### src/rtl/hansen_fetch_buffer_if.sv
// Fetch-buffer signal bundle: redirect input, instruction-memory request/response, decode-side
// valid/ready queue head and occupancy.
interface hansen_fetch_buffer_if #(
    parameter int unsigned DEPTH = 4
) ();
    localparam int unsigned CW = $clog2(DEPTH) + 1;

    logic          redirect_valid;
    logic [31:0]   redirect_pc;
    logic          imem_req_valid;
    logic [31:0]   imem_req_addr;
    logic          imem_rsp_valid;
    logic [31:0]   imem_rsp_data;
    logic          out_valid;
    logic          out_ready;
    logic [31:0]   out_pc;
    logic [31:0]   out_instr;
    logic [CW-1:0] count;

    // master: the fetch buffer itself; slave: execute/memory/decode environment.
    modport master (
        input  redirect_valid, redirect_pc, imem_rsp_valid, imem_rsp_data, out_ready,
        output imem_req_valid, imem_req_addr, out_valid, out_pc, out_instr, count
    );

    modport slave (
        output redirect_valid, redirect_pc, imem_rsp_valid, imem_rsp_data, out_ready,
        input  imem_req_valid, imem_req_addr, out_valid, out_pc, out_instr, count
    );
endinterface

### src/rtl/hansen_fetch_buffer.sv
// Sequential instruction fetch into a DEPTH-entry {pc, instr} FIFO with credit-based request
// throttling and redirect flush of the queue and any in-flight fetch.
module hansen_fetch_buffer #(
    parameter int unsigned DEPTH    = 4,
    parameter logic [31:0] RESET_PC = 32'h0000_0000
) (
    input logic                   clk,
    input logic                   reset,
    hansen_fetch_buffer_if.master bus
);
    localparam int unsigned PW = $clog2(DEPTH);
    localparam int unsigned CW = PW + 1;

    logic [31:0]   fetch_pc_q, fetch_pc_d;
    logic [31:0]   req_pc_q, req_pc_d;
    logic          inflight_q, inflight_d;
    logic          kill_q, kill_d;
    logic [PW-1:0] wr_ptr_q, wr_ptr_d;
    logic [PW-1:0] rd_ptr_q, rd_ptr_d;
    logic [CW-1:0] count_q, count_d;
    logic [31:0]   pc_mem_q    [DEPTH];
    logic [31:0]   instr_mem_q [DEPTH];

    logic          out_valid;
    logic          push;
    logic          pop;
    logic          issue;
    logic [CW:0]   credit;
    logic [31:0]   redirect_target;

    assign redirect_target = bus.redirect_pc & 32'hFFFF_FFFC;

    assign out_valid = (count_q != '0);
    assign pop       = out_valid && bus.out_ready;
    assign push      = bus.imem_rsp_valid && inflight_q && !kill_q;

    // Entries already held or still arriving, minus the one leaving this cycle; subtracting
    // pop lets a full queue keep streaming at one instruction per cycle.
    assign credit = {1'b0, count_q} + (CW + 1)'(inflight_q) - (CW + 1)'(pop);
    assign issue  = !reset && !bus.redirect_valid && (credit < (CW + 1)'(DEPTH));

    always_comb begin
        fetch_pc_d = fetch_pc_q;
        req_pc_d   = req_pc_q;
        inflight_d = issue;
        kill_d     = 1'b0;
        wr_ptr_d   = wr_ptr_q;
        rd_ptr_d   = rd_ptr_q;
        count_d    = count_q;
        if (bus.redirect_valid) begin
            fetch_pc_d = redirect_target;
            kill_d     = inflight_q;
            wr_ptr_d   = '0;
            rd_ptr_d   = '0;
            count_d    = '0;
        end else begin
            if (issue) begin
                fetch_pc_d = fetch_pc_q + 32'd4;
                req_pc_d   = fetch_pc_q;
            end
            if (push) begin
                wr_ptr_d = wr_ptr_q + PW'(1);
            end
            if (pop) begin
                rd_ptr_d = rd_ptr_q + PW'(1);
            end
            count_d = count_q + CW'(push) - CW'(pop);
        end
    end

    always_ff @(posedge clk) begin
        if (reset) begin
            fetch_pc_q <= RESET_PC;
            req_pc_q   <= RESET_PC;
            inflight_q <= 1'b0;
            kill_q     <= 1'b0;
            wr_ptr_q   <= '0;
            rd_ptr_q   <= '0;
            count_q    <= '0;
        end else begin
            fetch_pc_q <= fetch_pc_d;
            req_pc_q   <= req_pc_d;
            inflight_q <= inflight_d;
            kill_q     <= kill_d;
            wr_ptr_q   <= wr_ptr_d;
            rd_ptr_q   <= rd_ptr_d;
            count_q    <= count_d;
        end
    end

    // Storage needs no reset: the head is masked to zero whenever the queue is empty.
    always_ff @(posedge clk) begin
        if (push && !bus.redirect_valid) begin
            pc_mem_q[wr_ptr_q]    <= req_pc_q;
            instr_mem_q[wr_ptr_q] <= bus.imem_rsp_data;
        end
    end

    assign bus.imem_req_valid = issue;
    assign bus.imem_req_addr  = fetch_pc_q;
    assign bus.out_valid      = out_valid;
    assign bus.out_pc         = out_valid ? pc_mem_q[rd_ptr_q] : 32'h0;
    assign bus.out_instr      = out_valid ? instr_mem_q[rd_ptr_q] : 32'h0;
    assign bus.count          = count_q;
endmodule

### src/flat_wrapper.sv
// flat-port wrapper written by rule: the top's interface ports become plain ports
module hansen_fetch_buffer_flat 
#(
    parameter int unsigned DEPTH    = 4,
    parameter logic [31:0] RESET_PC = 32'h0000_0000
)
  (clk, reset, bus_redirect_valid, bus_redirect_pc, bus_imem_rsp_valid, bus_imem_rsp_data, bus_out_ready, bus_imem_req_valid, bus_imem_req_addr, bus_out_valid, bus_out_pc, bus_out_instr, bus_count);
  hansen_fetch_buffer_if #(.DEPTH(DEPTH)) bus_i ();
  input logic clk;
  input logic reset;
  input wire logic [$bits(bus_i.redirect_valid)-1:0] bus_redirect_valid;
  input wire logic [$bits(bus_i.redirect_pc)-1:0] bus_redirect_pc;
  input wire logic [$bits(bus_i.imem_rsp_valid)-1:0] bus_imem_rsp_valid;
  input wire logic [$bits(bus_i.imem_rsp_data)-1:0] bus_imem_rsp_data;
  input wire logic [$bits(bus_i.out_ready)-1:0] bus_out_ready;
  output wire logic [$bits(bus_i.imem_req_valid)-1:0] bus_imem_req_valid;
  output wire logic [$bits(bus_i.imem_req_addr)-1:0] bus_imem_req_addr;
  output wire logic [$bits(bus_i.out_valid)-1:0] bus_out_valid;
  output wire logic [$bits(bus_i.out_pc)-1:0] bus_out_pc;
  output wire logic [$bits(bus_i.out_instr)-1:0] bus_out_instr;
  output wire logic [$bits(bus_i.count)-1:0] bus_count;
  assign bus_i.redirect_valid = bus_redirect_valid;
  assign bus_i.redirect_pc = bus_redirect_pc;
  assign bus_i.imem_rsp_valid = bus_imem_rsp_valid;
  assign bus_i.imem_rsp_data = bus_imem_rsp_data;
  assign bus_i.out_ready = bus_out_ready;
  assign bus_imem_req_valid = bus_i.imem_req_valid;
  assign bus_imem_req_addr = bus_i.imem_req_addr;
  assign bus_out_valid = bus_i.out_valid;
  assign bus_out_pc = bus_i.out_pc;
  assign bus_out_instr = bus_i.out_instr;
  assign bus_count = bus_i.count;
  hansen_fetch_buffer #(.DEPTH(DEPTH), .RESET_PC(RESET_PC)) u_core (.clk(clk), .reset(reset), .bus(bus_i));
endmodule
### config.mk
export PLATFORM = sky130hd
export DESIGN_NAME = hansen_fetch_buffer_flat
export DESIGN_NICKNAME = d
export VERILOG_FILES = /design/src/rtl/hansen_fetch_buffer_if.sv /design/src/rtl/hansen_fetch_buffer.sv /design/src/flat_wrapper.sv
export SDC_FILE = /design/constraint.sdc
export NUM_CORES = 1
export LEC_CHECK = 0
export CORE_MARGIN = 1
export CORE_UTILIZATION = 59
export DETAILED_ROUTE_END_ITERATION = 8
export HOLD_SLACK_MARGIN = 0.1
export PLACE_DENSITY = 0.85
export SYNTH_ARGS = -nofsm -noshare
export SYNTH_HDL_FRONTEND = slang
export SYNTH_SLANG_ARGS = --single-unit
export TNS_END_PERCENT = 30
### constraint.sdc
create_clock -name clk -period 10 [get_ports clk]
set_clock_uncertainty 0.1 [all_clocks]
set_input_delay 1 -clock clk [delete_from_list [all_inputs] [get_ports clk]]
set_output_delay 1 -clock clk [all_outputs]
set_load 0.05 [all_outputs]
# --- Word level (Yosys, flattened, before mapping) ---
# Memory sizes are Yosys's and may differ from the RTL's. A register that Yosys moved wholly into a read port is not among the register bits.
# Cells that the tools add are included.
classes:
  addsub: 7
  magnitude_cmp: 1
  mux: 10
  n_bitwise: 1
  n_reduce_logical: 14
op_table:
  columns: ["cell", "count"]
  rows:
  - ["$mux 32", 4]
  - ["$add 32x3->32 const B", 1]
  - ["$mux 2", 4]
  - ["$logic_and 1x1->1", 6]
  - ["$add 2x1->2 const B", 2]
  - ["$add 3x1->4", 1]
  - ["$lt 4x3->1 const B", 1]
  - ["$reduce_or 2->1", 2]
  - ["$sub 4x1->4", 1]
  - ["$add 3x1->3", 1]
  - ["$logic_not 1->1", 3]
  - ["$reduce_bool 3->1", 1]
  - ["$sub 3x1->3", 1]
  - ["$mux 1", 2]
  - ["$reduce_and 2->1", 1]
  - ["$reduce_bool 2->1", 1]
  - ["$not 1->1", 1]
totals:
  ff_bits: 73
  ramBits: 256
  inputBits: 69
  output_inout_bits: 101
  word_cells: 43
  mem_count: 2
mem_list:
  columns: ["name", "words", "word_bits", "rd", "rd_ports_with_merged_regs", "write_ports", "line", "rtl"]
  rows:
  - ["u_core.instr_mem_q", 4, 32, 1, 1, 1, "hansen_fetch_buffer.sv:22", "logic [31:0] instr_mem_q [DEPTH];"]
  - ["u_core.pc_mem_q", 4, 32, 1, 1, 1, "hansen_fetch_buffer.sv:21", "logic [31:0] pc_mem_q [DEPTH];"]

# --- Longest topological paths before layout ---
# Gate-level depths: netlist of run 1.
depth:
  ltp_word: 7
  ltp_mapped: 13
  depth_no_buf: 10

# --- Worst setup path before layout of run 1 ---
# Ideal clock, no wire load.
synth_timing:
  path_kind: "register to output"
  startpoint: "register u_core.count_q[2], in the netlist u_core.bus.count[2]"
  endpoint: "output port bus_imem_req_valid"
  arrival_time_ns: 3.101
  required_ns: 8.900
  path_slack_ns: 5.799
  stages_incl_launch_ff: 13
  path_cell_list: "dfxtp_1 or3_1 clkbuf_1 and2_1 ha_1 inv_1 ha_1 and3b_4 o21a_1 buf_2 o21ai_1 buf_2 inv_1"
synth_via:
  elab_chain_cells: 5
  elab_cells_between_ends: 6
synth_lines:
  columns: ["item", "line", "rtl"]
  rows:
  - ["start: declaration", "hansen_fetch_buffer.sv:20", "logic [CW-1:0] count_q, count_d;"]
  - ["start signal: assignment", "hansen_fetch_buffer.sv:87", "count_q <= count_d;"]
  - ["$reduce_bool 3->1", "hansen_fetch_buffer.sv:33", "assign out_valid = (count_q != '0);"]
  - ["$logic_and 1x1->1", "hansen_fetch_buffer.sv:34", "assign pop = out_valid && bus.out_ready;"]
  - ["net u_core.pop", "hansen_fetch_buffer.sv:26", "logic pop;"]
  - ["$sub 4x1->4", "hansen_fetch_buffer.sv:39", "assign credit = {1'b0, count_q} + (CW + 1)'(inflight_q) - (CW + 1)'(pop);"]
  - ["$lt 4x3->1", "hansen_fetch_buffer.sv:40", "assign issue = !reset && !bus.redirect_valid && (credit < (CW + 1)'(DEPTH));"]
  - ["$logic_and 1x1->1", "hansen_fetch_buffer.sv:40", null]
  - ["end: declaration", "flat_wrapper.sv:16", "output wire logic [$bits(bus_i.imem_req_valid)-1:0] bus_imem_req_valid;"]
# The timed path passes the listed nets, and every way through them passes these cells.

# --- Final worst setup path of run 1 ---
# Ends and elaborated chain as after synthesis.

==> results, run 1 <==
- The final hold slack is approximately 0.40 ns.
- Timing would allow up to ~0.18 GHz.
- The met1 global-route usage is between 30% and 40%.
- The start point of the worst hold path is u_core.inflight_q.
- IR analysis of the VDD net gives a maximum drop of approximately 0.00013 V.
- The critical path endpoint category is an output pin.
- Setup violations remaining at the end of the flow were counted as 0.
- The overall power is 0.00296 W.
- The routed wire length is about 25,000 microns.
- In the global route stage, overall resource usage came out at a little under a quarter.
- Entering global routing, the biggest net connects 65 pins.
- For the final routed database, the setup TNS stands at 0 ns.
- The endpoint required time on the critical path is between 8 and 9 ns.
- The final number of hold-violating endpoints came to 0.
- The post-synthesis instance area is between 0.01 and 0.015 sq mm.
- CTS saw ~320 sinks.
- After layout, the worst path uses between 50% and 60% of the clock period.
- The number of buffers created by CTS is 31.
- The maximum clock path buffer count is 3.
- For this run, the number of Yosys warnings is 0.
- The fraction of final layout cells sized beyond drive strength 1 is ~14%.
- The shortest clock period the worst path allows after layout is 5.62 ns.
- The number of antenna violations at the first check in global routing is 0.
- The number of buffers and inverters on the critical path is 3.
- In this run the worst hold path is classified as register to register.
- In this run, synthesis inferred around 250 flip-flops with an integrated enable.
- The total of flip-flops plus latches after synthesis is about 320.
- The net count reported at finish is 1,006.
- Global routing used about 40% of the available met2 tracks.
- After global routing, the most crowded layer is met2.
- The max-slew violation count came to 0.
- The distinct cell type count after synthesis is 55.
- The number of global-route vias before repair was around 7.2k.
- The final weighted congestion in routability-driven placement is between 0.8 and 0.9.
- TritonCTS built the clock tree.
- The post-detailed-route DRC marker count is 0.
- For this configuration, the core starts out at a cell density of 60.5%.
- The area of the die is 0.0223 sq mm.
- The final routed wire length divided by cell count is 20.5 microns.
- The overall overflow remaining after global route is 0.
- Walking the worst path, the cells encountered are or3_2, and2_1, ha_1, inv_1, ha_1, and3b_4, nor4_4, o21ai_4, inv_1, clkdlybuf4s50_1.
- In this run the standard cell core region covers 0.0212 sq mm.
- Across the run, the number of max-cap violations was 0.
- Summing over every cut layer, the via total after detailed routing is about 7k.
- The slew at the pin closest to its max-slew limit is 1.23 ns.
- The slowest stage cell on the critical path is or3_2.
- The kind of cell adding the most delay to the critical path is simple AND/OR/NAND/NOR gates.
- Buffers placed on the I/O ports in this run total approximately 160.
- The first global-routing pass estimated between 30,000 and 40,000 microns of wire.
- The count of buffers added by post-CTS timing repair for setup is 0.
- In this run the worst path has a maximum fanout of 64.
- The detail route stage leaves a number of antenna-violating nets equal to 0.
- The layout overhead on the synthesized area is 22.6%.
- STA puts the critical path data arrival time at around 4.5 ns.
- The analysis attributes to cell leakage a power of around 5.4 nW.
- STA classifies the critical path startpoint as a register.
- The CTS H-tree depth is 1.
- The synthesized instance count is 770.
- The largest single stage delay on the critical path is between 0.9 and 1 ns.
- The clock transition at the registers of the reported paths is ~0.06 ns.
- From bottom edge to top edge, the die measures around 150 microns.
- Tracing the worst setup path back leads to its startpoint at u_core.bus.count[2].
- The later pin in the worst-skew pair is clocked with a latency of around 0.54 ns.
- The count of antenna diodes in the layout is 0.
- The top-level I/O count is 170.
- The commonest register cell after synthesis is edfxtp_1.
- The worst register-to-register path begins at u_core.bus.count[2].
- The half-perimeter wire length after detailed placement is 14,700 microns.
- For this run, asynchronously set or reset flops after synthesis account for 0%.
- Using the TritonRoute via totals, the vias-per-cell ratio works out to 5.83.
- The critical path in this run is classified as register to output pin.
- Setup repair after global routing left no endpoint under its margin.
- The cell sitting at the root of the clock tree is a clkbuf_16.
- In the layout the commonest cells are edfxtp_1 (248), clkdlybuf4s50_1 (162), and2_1 (69), dfxtp_1 (69), nor2_1 (63).
- The count of routing violations after the opening detailed-route iteration is ~480.
- The number of hold buffers added after CTS was 0.
- After clock tree synthesis, the repair step resized 0 gates.
- The worst-case headroom to the max-slew limit is approximately 17%.
- After floorplanning, the core was divided into 53 placement rows.
- For this run, the detailed router's first-pass iteration total came to 6.
- The post-synthesis area per instance is 16.6 sq um.
- The share of synthesized area occupied by flip-flops and latches is 69.3%.
- The power density over the cells is ~190 mW/mm^2.
- Global routing used between 3 and 4% of the available met3 tracks.
- The library cell used most frequently in the layout, excluding fill and tap cells, is edfxtp_1.
- The run finished with clean final reports.
- The horizontal extent of the die is approximately 150 microns.
## state kept, by name, indices dropped and copies added (netlist names), named ones only
| register | flops |
|---|---|
| u_core.bus.count | 3 |
| u_core.wr_ptr_q | 2 |
| u_core.kill_q | 1 |
| u_core.req_pc_q | 30 |
| u_core.inflight_q | 1 |
| u_core.bus.imem_req_addr | 30 |
| u_core.rd_ptr_q | 2 |
| u_core.instr_mem_q | 128 |
| u_core.pc_mem_q | 120 |
## metrics by stage
step	instances	util [%]	setup WS (ns)	area, sq um
after floorplan	773	-	5.80	12800
after global placement	1169	69.2	4.99	14600
after detailed placement	1169	69.2	4.95	14600
after CTS	1226	74.2	4.32	15700
after global routing	1226	74.2	4.16	15700
final	1226	74.2	4.38	15700
## cell families after synthesis
family                     after synthesis  share of synthesized area [%]
adders and majority gates               10                           1.04
AOI/OAI and AO/OA                       70                           4.29
buffers and inverters                   62                           2.11
and+or+nand+nor                        199                           8.80
DFF                                    319                           69.3
muxes                                   93                           13.3
other                                    1                         0.0293
xor gates and xnor gates                16                           1.10
## final cells by class
class                           count  area (sq um)
Multi-Input combinational cell    392          3690
Tap cell                          275           344
Timing Repair Buffer              167          1660
Sequential cell                   319          8880
Fill cell                        1285          5460
Inverter                           16          60.1
Clock buffer                       42           877
Clock inverter                     15           184
## final timing paths
| path | slack [ns] | depth (start not counted) | end |
|---|---|---|---|
| min | 0.40 | 1 | u_core.kill_q |
| max | 4.38 | 10 | bus_imem_req_valid |
| max reg2reg | 5.36 | 10 | u_core.bus.imem_req_addr[22] |
| min reg2reg | 0.40 | 1 | u_core.kill_q |
## Yosys cell counts, drive strengths merged, types with 2 or more instances
cell | n | share of area (%)
nor3 | 2 | 0.078
edfxtp | 248 | 58
o21ai | 13 | 0.51
nor2 | 63 | 1.8
xnor2 | 9 | 0.62
nor4 | 2 | 0.33
inv | 15 | 0.44
a311oi | 16 | 1.1
nand2 | 15 | 0.44
o211ai | 3 | 0.18
or2 | 2 | 0.098
or3 | 7 | 0.34
clkbuf | 26 | 0.76
mux4 | 62 | 11
buf | 19 | 0.81
o21bai | 3 | 0.18
or4 | 13 | 0.79
and2 | 73 | 3.6
o31ai | 11 | 0.65
mux2i | 31 | 2.4
a21oi | 4 | 0.16
ha | 9 | 0.88
o21a | 2 | 0.12
o2111ai | 2 | 0.14
xor2 | 7 | 0.48
nand4 | 9 | 0.61
and4 | 2 | 0.15
a2111oi | 4 | 0.49
dfxtp | 71 | 11
nand3 | 7 | 0.27
a211oi | 6 | 0.39
## metal layers
metal,share of wire (%),up-vias
met5,0,-
met4,1.3,0
met3,6.6,26
met2,50,260
met1,42,3549
li1,-,3311
## report_power, final
| group | leakage (nW) | switching [W] | internal [W] |
|---|---|---|---|
| registers | 2.98 | 0.0000292 | 0.00145 |
| logic | 1.86 | 0.000183 | 0.000110 |
| clock network | 0.522 | 0.000470 | 0.000717 |
| total | 5.36 | 0.000682 | 0.00227 |
Power figures use the tool's default switching activity.
==> run 2, diff against run 1 <==
--- a/config.mk
+++ b/config.mk
@@ -6,10 +6,10 @@
 export NUM_CORES = 1
 export LEC_CHECK = 0
 export CORE_MARGIN = 1
-export CORE_UTILIZATION = 59
+export CORE_UTILIZATION = 55
 export DETAILED_ROUTE_END_ITERATION = 8
 export HOLD_SLACK_MARGIN = 0.1
-export PLACE_DENSITY = 0.85
+export PLACE_DENSITY = 0.8
 export SYNTH_ARGS = -nofsm -noshare
 export SYNTH_HDL_FRONTEND = slang
 export SYNTH_SLANG_ARGS = --single-unit
==> constraint.sdc (replaced) <==
create_clock -name clk -period 5.67 [get_ports clk]
set_clock_uncertainty 0.1 [all_clocks]
set_input_delay 0.567 -clock clk [delete_from_list [all_inputs] [get_ports clk]]
set_output_delay 0.567 -clock clk [all_outputs]
set_load 0.05 [all_outputs]
==> results, run 2 (same netlist as run 1, synthesis figures left out) <==
- The number of max-cap violations is 0 (unchanged).
- The horizontal extent of the die is 155 microns (+3.5%).
- In this run the worst setup path begins at u_core.bus.count[2].
- The count of TritonRoute iterations in the first routing pass is 5 (-1).
- The overall overflow remaining after global route came to 0 (unchanged).
- The fraction of final layout cells sized beyond drive strength 1 was 14.6% (+0.19 points).
- The maximum fanout along the worst path is 9 (-86%).
- The relative contribution of sequential cells to total power was 47.7% (-2.2 points).
- The slack of the worst reg-to-reg path is 1.71 ns (-3.65 ns).
- The number of buffers created by CTS is 30 (-3.2%).
- The maximum clock rate is between 0.2 and 0.25 GHz.
- The worst register-to-register path ends at u_core.bus.imem_req_addr[31].
- The count of routing violations after the opening detailed-route iteration is 450 (-5.3%).
- The post-detailed-placement cell area is 0.0147 sq mm (+0.24%).
- The final hold slack is 0.404 ns (+0.00672 ns).
- The count of buffers added by post-CTS timing repair for setup is 0 (unchanged).
- The worst register-to-register path begins at u_core.bus.count[2].
- The count of input and output buffers is 163 (unchanged).
- The combined area of the multi-input logic cells is 0.00369 sq mm (unchanged).
- The number of cells traversed by the worst hold path is 0 (-1).
- The most frequent standard cell in the layout excluding fill and tap cells is edfxtp_1.
- The net switching share of the total power is 22.1% (-0.99 points).
- The maximum clock path buffer count is 3 (unchanged).
- After layout, the worst path uses between 70% and 80% of the clock period.
- The number of gates given a new drive strength after cts is 0 (unchanged).
- The worst-case headroom to the max-slew limit is 19.1% (+1.7 points).
- More flip-flops sit in one register than any other, and that register is u_core.instr_mem_q.
- The count of standard-cell rows was 55 (+3.8%).
- The clock network latency to the later pin of the worst-skew pair was 0.55 ns (about the same).
- The depth of the worst register-to-register path came to 10 (unchanged).
- The CTS tree is built.
- The number of flip-flops under the largest register name was 128 (unchanged).
- The per-cell via count in the routed design is 5.82 (about the same).
- The clock sink total came to 319 (unchanged).
- The half-perimeter wire length after detailed placement is 14,500 microns (-1.5%).
- The data arrival time of the critical path is 3.85 ns (-0.67 ns).
- Relative to the synthesized area, the layout overhead comes to 23.8%.
- The switching component of the power is 0.00121 W (+77%).
- The net count reported at finish is 1,008 (+0.20%).
- The routed wire length was 25,100 microns (-0.26%).
- The global-route wire length before repair is 39,000 microns (+0.13%).
- The routed design could run at a clock period as short as around 4.5 ns.
- The standby leakage power is 5.41 nW (+1.0%).
- The top-level I/O count is 170 (unchanged).
- The core box area is 0.0227 sq mm (+7.4%).
- In the layout the commonest cells are edfxtp_1 (248), clkdlybuf4s50_1 (162), and2_1 (69), dfxtp_1 (69), nor2_1 (63).
- The tightest min-delay check is of the register to register type.
- The filler cell count in the final layout came to 1,456 (+13%).
- The CTS root buffer is clkbuf_16.
- The clock transition at the registers of the reported paths is 0.06 ns (about the same).
- The total non-filler cell area in the finished layout is 0.0158 sq mm (+0.97%).
- The area of the die is 0.0239 sq mm (+7.2%).
- The CTS H-tree depth is 1 (unchanged).
- The chip height is 155 microns (+3.5%).
- The final weighted congestion in routability-driven placement is 0.855 (+4.6%).
- The number of global-route vias before repair is 7,085 (-2.0%).
- The initial cell density of the core is 56.4% (-4.1 points).
- The post-detailed-route DRC marker count is 0 (unchanged).
- The count of antenna diodes in the layout was 0 (unchanged).
- The total via count after detailed routing is 7,205 (+0.83%).
- The flow ran to the end, and the final reports show no timing, DRC or antenna violations.
- The largest registers in the layout are u_core.instr_mem_q (128), u_core.pc_mem_q (120).
- The category of the most critical setup path is register to output pin.
- The power density over the cells came to 345 mW/mm^2 (+83%).
- The remaining number of nets flagged by the antenna check after routing is 0 (unchanged).
- The critical path endpoint category is an output pin.
- The internal portion of total power is 0.00426 W (+87%).
- The final number of hold-violating endpoints is 0 (unchanged).
- The global-route usage over all layers is 21.2% (-1.9 points).
- Setup repair after global routing left no endpoint under its margin.
- The post-route setup TNS is 0 ns (unchanged).
- The max-slew violation count is 0 (unchanged).
- The peak supply drop is 0.000257 V (+94%).
- Following the worst setup path forward leads to its endpoint at bus_imem_req_valid.
- The sequential cell area is 0.00888 sq mm (unchanged).
- The maximum number of pins on one net before global-route repair is 64 (-1.5%).
- The endpoint required time on the critical path is 5.00 ns (-3.90 ns).
- The final count of negative-setup-slack endpoints came to 0 (unchanged).
- The slew at the pin closest to its max-slew limit is 1.20 ns (-0.0251 ns).
- The category of the worst setup path launch point is a register.
- The logic gate share of total power was 9.5% (-0.4 points).
- The number of antenna violations at the first check in global routing came to 0 (unchanged).
- The clock group share of total power came to 42.8% (+2.7 points).
- The final routed wire length divided by cell count is 20.3 microns (-1.1%).
- The cts-stage hold buffer count is 0 (unchanged).
[run 2: routing by layer]
| layer | routed length, microns | vias to the layer above | GRT usage [%] |
|---|---|---|---|
| li1 | - | 3307 | - |
| met1 | 11000 | 3573 | 30.2 |
| met2 | 12100 | 290 | 34.3 |
| met3 | 1650 | 35 | 3.53 |
| met4 | 385 | 0 | 5.70 |
| met5 | 0 | - | 0 |
[run 2: metrics by stage]
stage,setup WS [ns],total power [W],utilization [%],instances
final,1.15,0.00547,69.8,1237
after CTS,1.14,0.00550,69.8,1237
after global placement,1.56,0.00317,64.6,1182
after detailed placement,1.56,0.00318,64.6,1182
after global routing,0.990,0.00562,69.8,1237
after floorplan,1.90,0.00297,-,773
[run 2: cell type report]
| type | instances | area share (%) |
|---|---|---|
| flip-flops and latches | 319 | 56.0 |
| multi-input cells | 392 | 23.3 |
| repair buffers | 170 | 10.6 |
| clock buffers | 37 | 5.10 |
| clock inverters | 18 | 2.34 |
| well taps | 285 | 2.25 |
| inverters | 16 | 0.379 |
[run 2: worst min path at each step]
| stage | startpoint | endpoint | slack, ns |
|---|---|---|---|
| 4_1_cts | u_core.req_pc_q[21] | u_core.pc_mem_q[1][21] | 0.40 |
| 5_1_grt | u_core.inflight_q | u_core.kill_q | 0.41 |
| 3_3_place_gp | u_core.req_pc_q[28] | u_core.pc_mem_q[3][28] | 0.38 |
| 6_report | u_core.req_pc_q[21] | u_core.pc_mem_q[0][21] | 0.40 |
| 3_5_place_dp | u_core.req_pc_q[21] | u_core.pc_mem_q[1][21] | 0.39 |
| 2_1_floorplan | u_core.inflight_q | u_core.kill_q | 0.35 |
[run 2: power by group through the flow]
| stage | sequential [W] | combinational [W] | clock, W |
|---|---|---|---|
| after floorplan | 0.00269 | 0.000280 | 0 |
| after global placement | 0.00265 | 0.000516 | 0 |
| after detailed placement | 0.00265 | 0.000523 | 0 |
| after CTS | 0.00260 | 0.000525 | 0.00237 |
| after global routing | 0.00261 | 0.000549 | 0.00246 |
| final | 0.00261 | 0.000521 | 0.00234 |
[run 2: critical path: stages (launching register included)]
cell and delay [ns]:
dfxtp_1 0.36, or3_2 0.50, and2_1 0.21, ha_1 0.19
inv_1 0.09, ha_1 0.23, and3b_4 0.19, nor4_4 0.54
o21ai_4 0.10, inv_1 0.09, clkdlybuf4s50_1 0.81
==> run 3, diff against run 2 <==
--- a/config.mk
+++ b/config.mk
@@ -6,10 +6,10 @@
 export NUM_CORES = 1
 export LEC_CHECK = 0
 export CORE_MARGIN = 1
-export CORE_UTILIZATION = 55
+export CORE_UTILIZATION = 50
 export DETAILED_ROUTE_END_ITERATION = 8
 export HOLD_SLACK_MARGIN = 0.1
-export PLACE_DENSITY = 0.8
+export PLACE_DENSITY = 0.76
 export SYNTH_ARGS = -nofsm -noshare
 export SYNTH_HDL_FRONTEND = slang
 export SYNTH_SLANG_ARGS = --single-unit
==> constraint.sdc (replaced) <==
create_clock -name clk -period 3.65 [get_ports clk]
set_clock_uncertainty 0.1 [all_clocks]
set_input_delay 0.365 -clock clk [delete_from_list [all_inputs] [get_ports clk]]
set_output_delay 0.365 -clock clk [all_outputs]
set_load 0.05 [all_outputs]
==> results, run 3 (same netlist as run 1, synthesis figures left out) <==
- In the final layout, the registers with the most flip-flops are u_core.instr_mem_q (128), u_core.pc_mem_q (120).
- The min-delay analysis places its worst path in the category input port to register.
- Setup repair after global routing left no endpoint under its margin.
- The net count reported at finish was 1,026 (+1.8%).
- The final count of negative-setup-slack endpoints was 0 (unchanged).
- The maximum clock rate is about 0.28 GHz.
- The count of placed standard cells including taps was 1,241 (+5.0%).
- The initial cell density of the core is 51.0% (-5.4 points).
- The routed wire length is 26,000 microns (+3.9%).
- The total via count after detailed routing is 7,326 (+1.7%).
- The maximum number of pins on one net before global-route repair came to 64 (unchanged).
- The number of buffers and inverters on the critical path came to 4 (+1).
- The count of input and output buffers is 163 (unchanged).
- The slew at the pin closest to its max-slew limit is 0.892 ns (-0.312 ns).
- The power density over the cells came to 508 mW/mm^2 (+47%).
- The final weighted congestion in routability-driven placement was 0.870 (+1.8%).
- The run finished with clean final reports.
- The cts-stage hold buffer count is 0 (unchanged).
- The number of global-route vias before repair is 7,378 (+4.1%).
- The number of max-cap violations is 0 (unchanged).
- The core box area is 0.0251 sq mm (+11%).
- The count of TritonRoute iterations in the first routing pass is 4 (-1).
- The number of antenna violations at the first check in global routing was 0 (unchanged).
- The final routed wire length divided by cell count came to 20.0 microns (-1.3%).
- The number of flip-flops under the largest register name is 128 (unchanged).
- The chip height is 162 microns (+4.8%).
- The post-detailed-route DRC marker count is 0 (unchanged).
- The half-perimeter wire length after detailed placement was 16,300 microns (+13%).
- The global-route wire length before repair is 40,900 microns (+4.7%).
- The slowest stage cell on the critical path is or3_2.
- The post-route setup TNS was 0 ns (unchanged).
- The overall power was 0.00811 W (+48%).
- The overall overflow remaining after global route is 0 (unchanged).
- The category of the worst setup path launch point is a register.
- The horizontal extent of the die is 162 microns (+4.8%).
- The shortest clock period the worst path allows after layout is between 3 and 4 ns.
- The clock transition at the registers of the reported paths is 0.06 ns (about the same).
- From synthesis to final layout, the design area changed by 24.9%.
- The count of standard-cell rows is 58 (+5.5%).
- In this design, the largest share of critical-path delay is due to simple AND/OR/NAND/NOR gates.
- The count of routing violations after the opening detailed-route iteration is 517 (+15%).
- The endpoint required time on the critical path came to 3.18 ns (-1.82 ns).
- The CTS root buffer is clkbuf_16.
- The delay of the slowest critical-path stage came to 0.50 ns (-0.31 ns).
- The remaining number of nets flagged by the antenna check after routing was 0 (unchanged).
- The final cell count without fillers was 1,302 (+5.3%).
- The library cells used most frequently in the layout, excluding fill and tap cells, are edfxtp_1 (248), clkdlybuf4s50_1 (161), dfxtp_1 (69).
- The worst-case headroom to the max-slew limit is 39.9% (+21 points).
- The library cell used most frequently in the layout, excluding fill and tap cells, is edfxtp_1.
- The count of antenna diodes in the layout is 0 (unchanged).
- The area of the die is 0.0262 sq mm (+9.9%).
- The critical path goes through or3_2, and2_4, ha_1, inv_1, ha_1, and3b_4, o21a_2, buf_4, o21ai_4, inv_1, buf_6.
- The data arrival time of the critical path is 3.06 ns (-0.79 ns).
- The CTS tree is built.
- The final worst-path cycle share is 96.5%.
- The per-cell via count in the routed design is 5.63 (-3.4%).
- The fraction of final layout cells sized beyond drive strength 1 is 16.0% (+1.4 points).
- The global-route usage over all layers is 20.3% (-0.94 points).
- The critical path endpoint category is an output pin.
- The category of the most critical setup path is register to output pin.
- The max-slew violation count came to 0 (unchanged).
- The top-level I/O count was 170 (unchanged).
- The standby leakage power is 5.47 nW (+1.1%).
- The clock sink total was 319 (unchanged).
- The final number of hold-violating endpoints is 0 (unchanged).
- The maximum fanout along the worst path was 7 (-2).
- The peak supply drop is 0.000354 V (+38%).
- The CTS H-tree depth is 1 (unchanged).
- The number of buffers created by CTS was 31 (+3.3%).
- The clock network latency to the later pin of the worst-skew pair is 0.56 ns (about the same).
- The maximum clock path buffer count is 3 (unchanged).
- The register with the most flip-flops is u_core.instr_mem_q.
[run 3: power by group]
part	switching, W	internal, W	total, W
clock network	0.00128	0.00195	0.00323
registers	0.0000814	0.00397	0.00405
logic	0.000511	0.000321	0.000832
[run 3: worst min-delay path, cell delays in order]
cell and delay [ns]:
buf_2 0.08, or2_2 0.26, nor2_1 0.08
[run 3: per-layer routing]
metal,vias to the layer above,share of wire (%),global-route usage (%)
met5,-,0,0
met4,0,2.3,6.09
met3,51,6.2,3.12
met2,266,47,32.6
met1,3658,44,28.7
li1,3351,-,-
[run 3: worst paths after layout]
check,from,to,slack (ns),cells after the start
max,u_core.bus.count[2],bus_imem_req_valid,0.13,11
min,reset,register,0.16,3
max reg2reg,u_core.bus.count[2],u_core.bus.imem_req_addr[24],0.21,10
min reg2reg,u_core.req_pc_q[28],u_core.pc_mem_q[2][28],0.41,0
[run 3: repair_timing]
| action | 4_1_cts | 5_1_grt |
|---|---|---|
| endpoints found under the setup margin | 1 | 3 |
| buffers inserted | 2 | 1 |
| cloned | 0 | 0 |
| resized for setup | 1 | 2 |
| pin swaps | 2 | 1 |
[run 3: per-stage QoR]
step	hold slack [ns]	util, %	setup slack [ns]	area [sq um]
2_1_floorplan	0.354	-	0.0840	12800
3_3_place_gp	0.380	59.4	0.197	14900
3_5_place_dp	0.391	59.4	0.160	14900
4_1_cts	0.152	63.6	0.0191	16000
5_1_grt	0.190	63.7	0.0155	16000
6_report	0.164	63.7	0.128	16000
[run 3: area by class of cell]
type	instances	area, sq um
sequential	319	8880
timing repair buffer	187	1900
fill	1840	9130
tap	330	413
multi-input combinational	392	3700
clock inverter	16	206
inverter	16	60.1
clock buffer	42	837
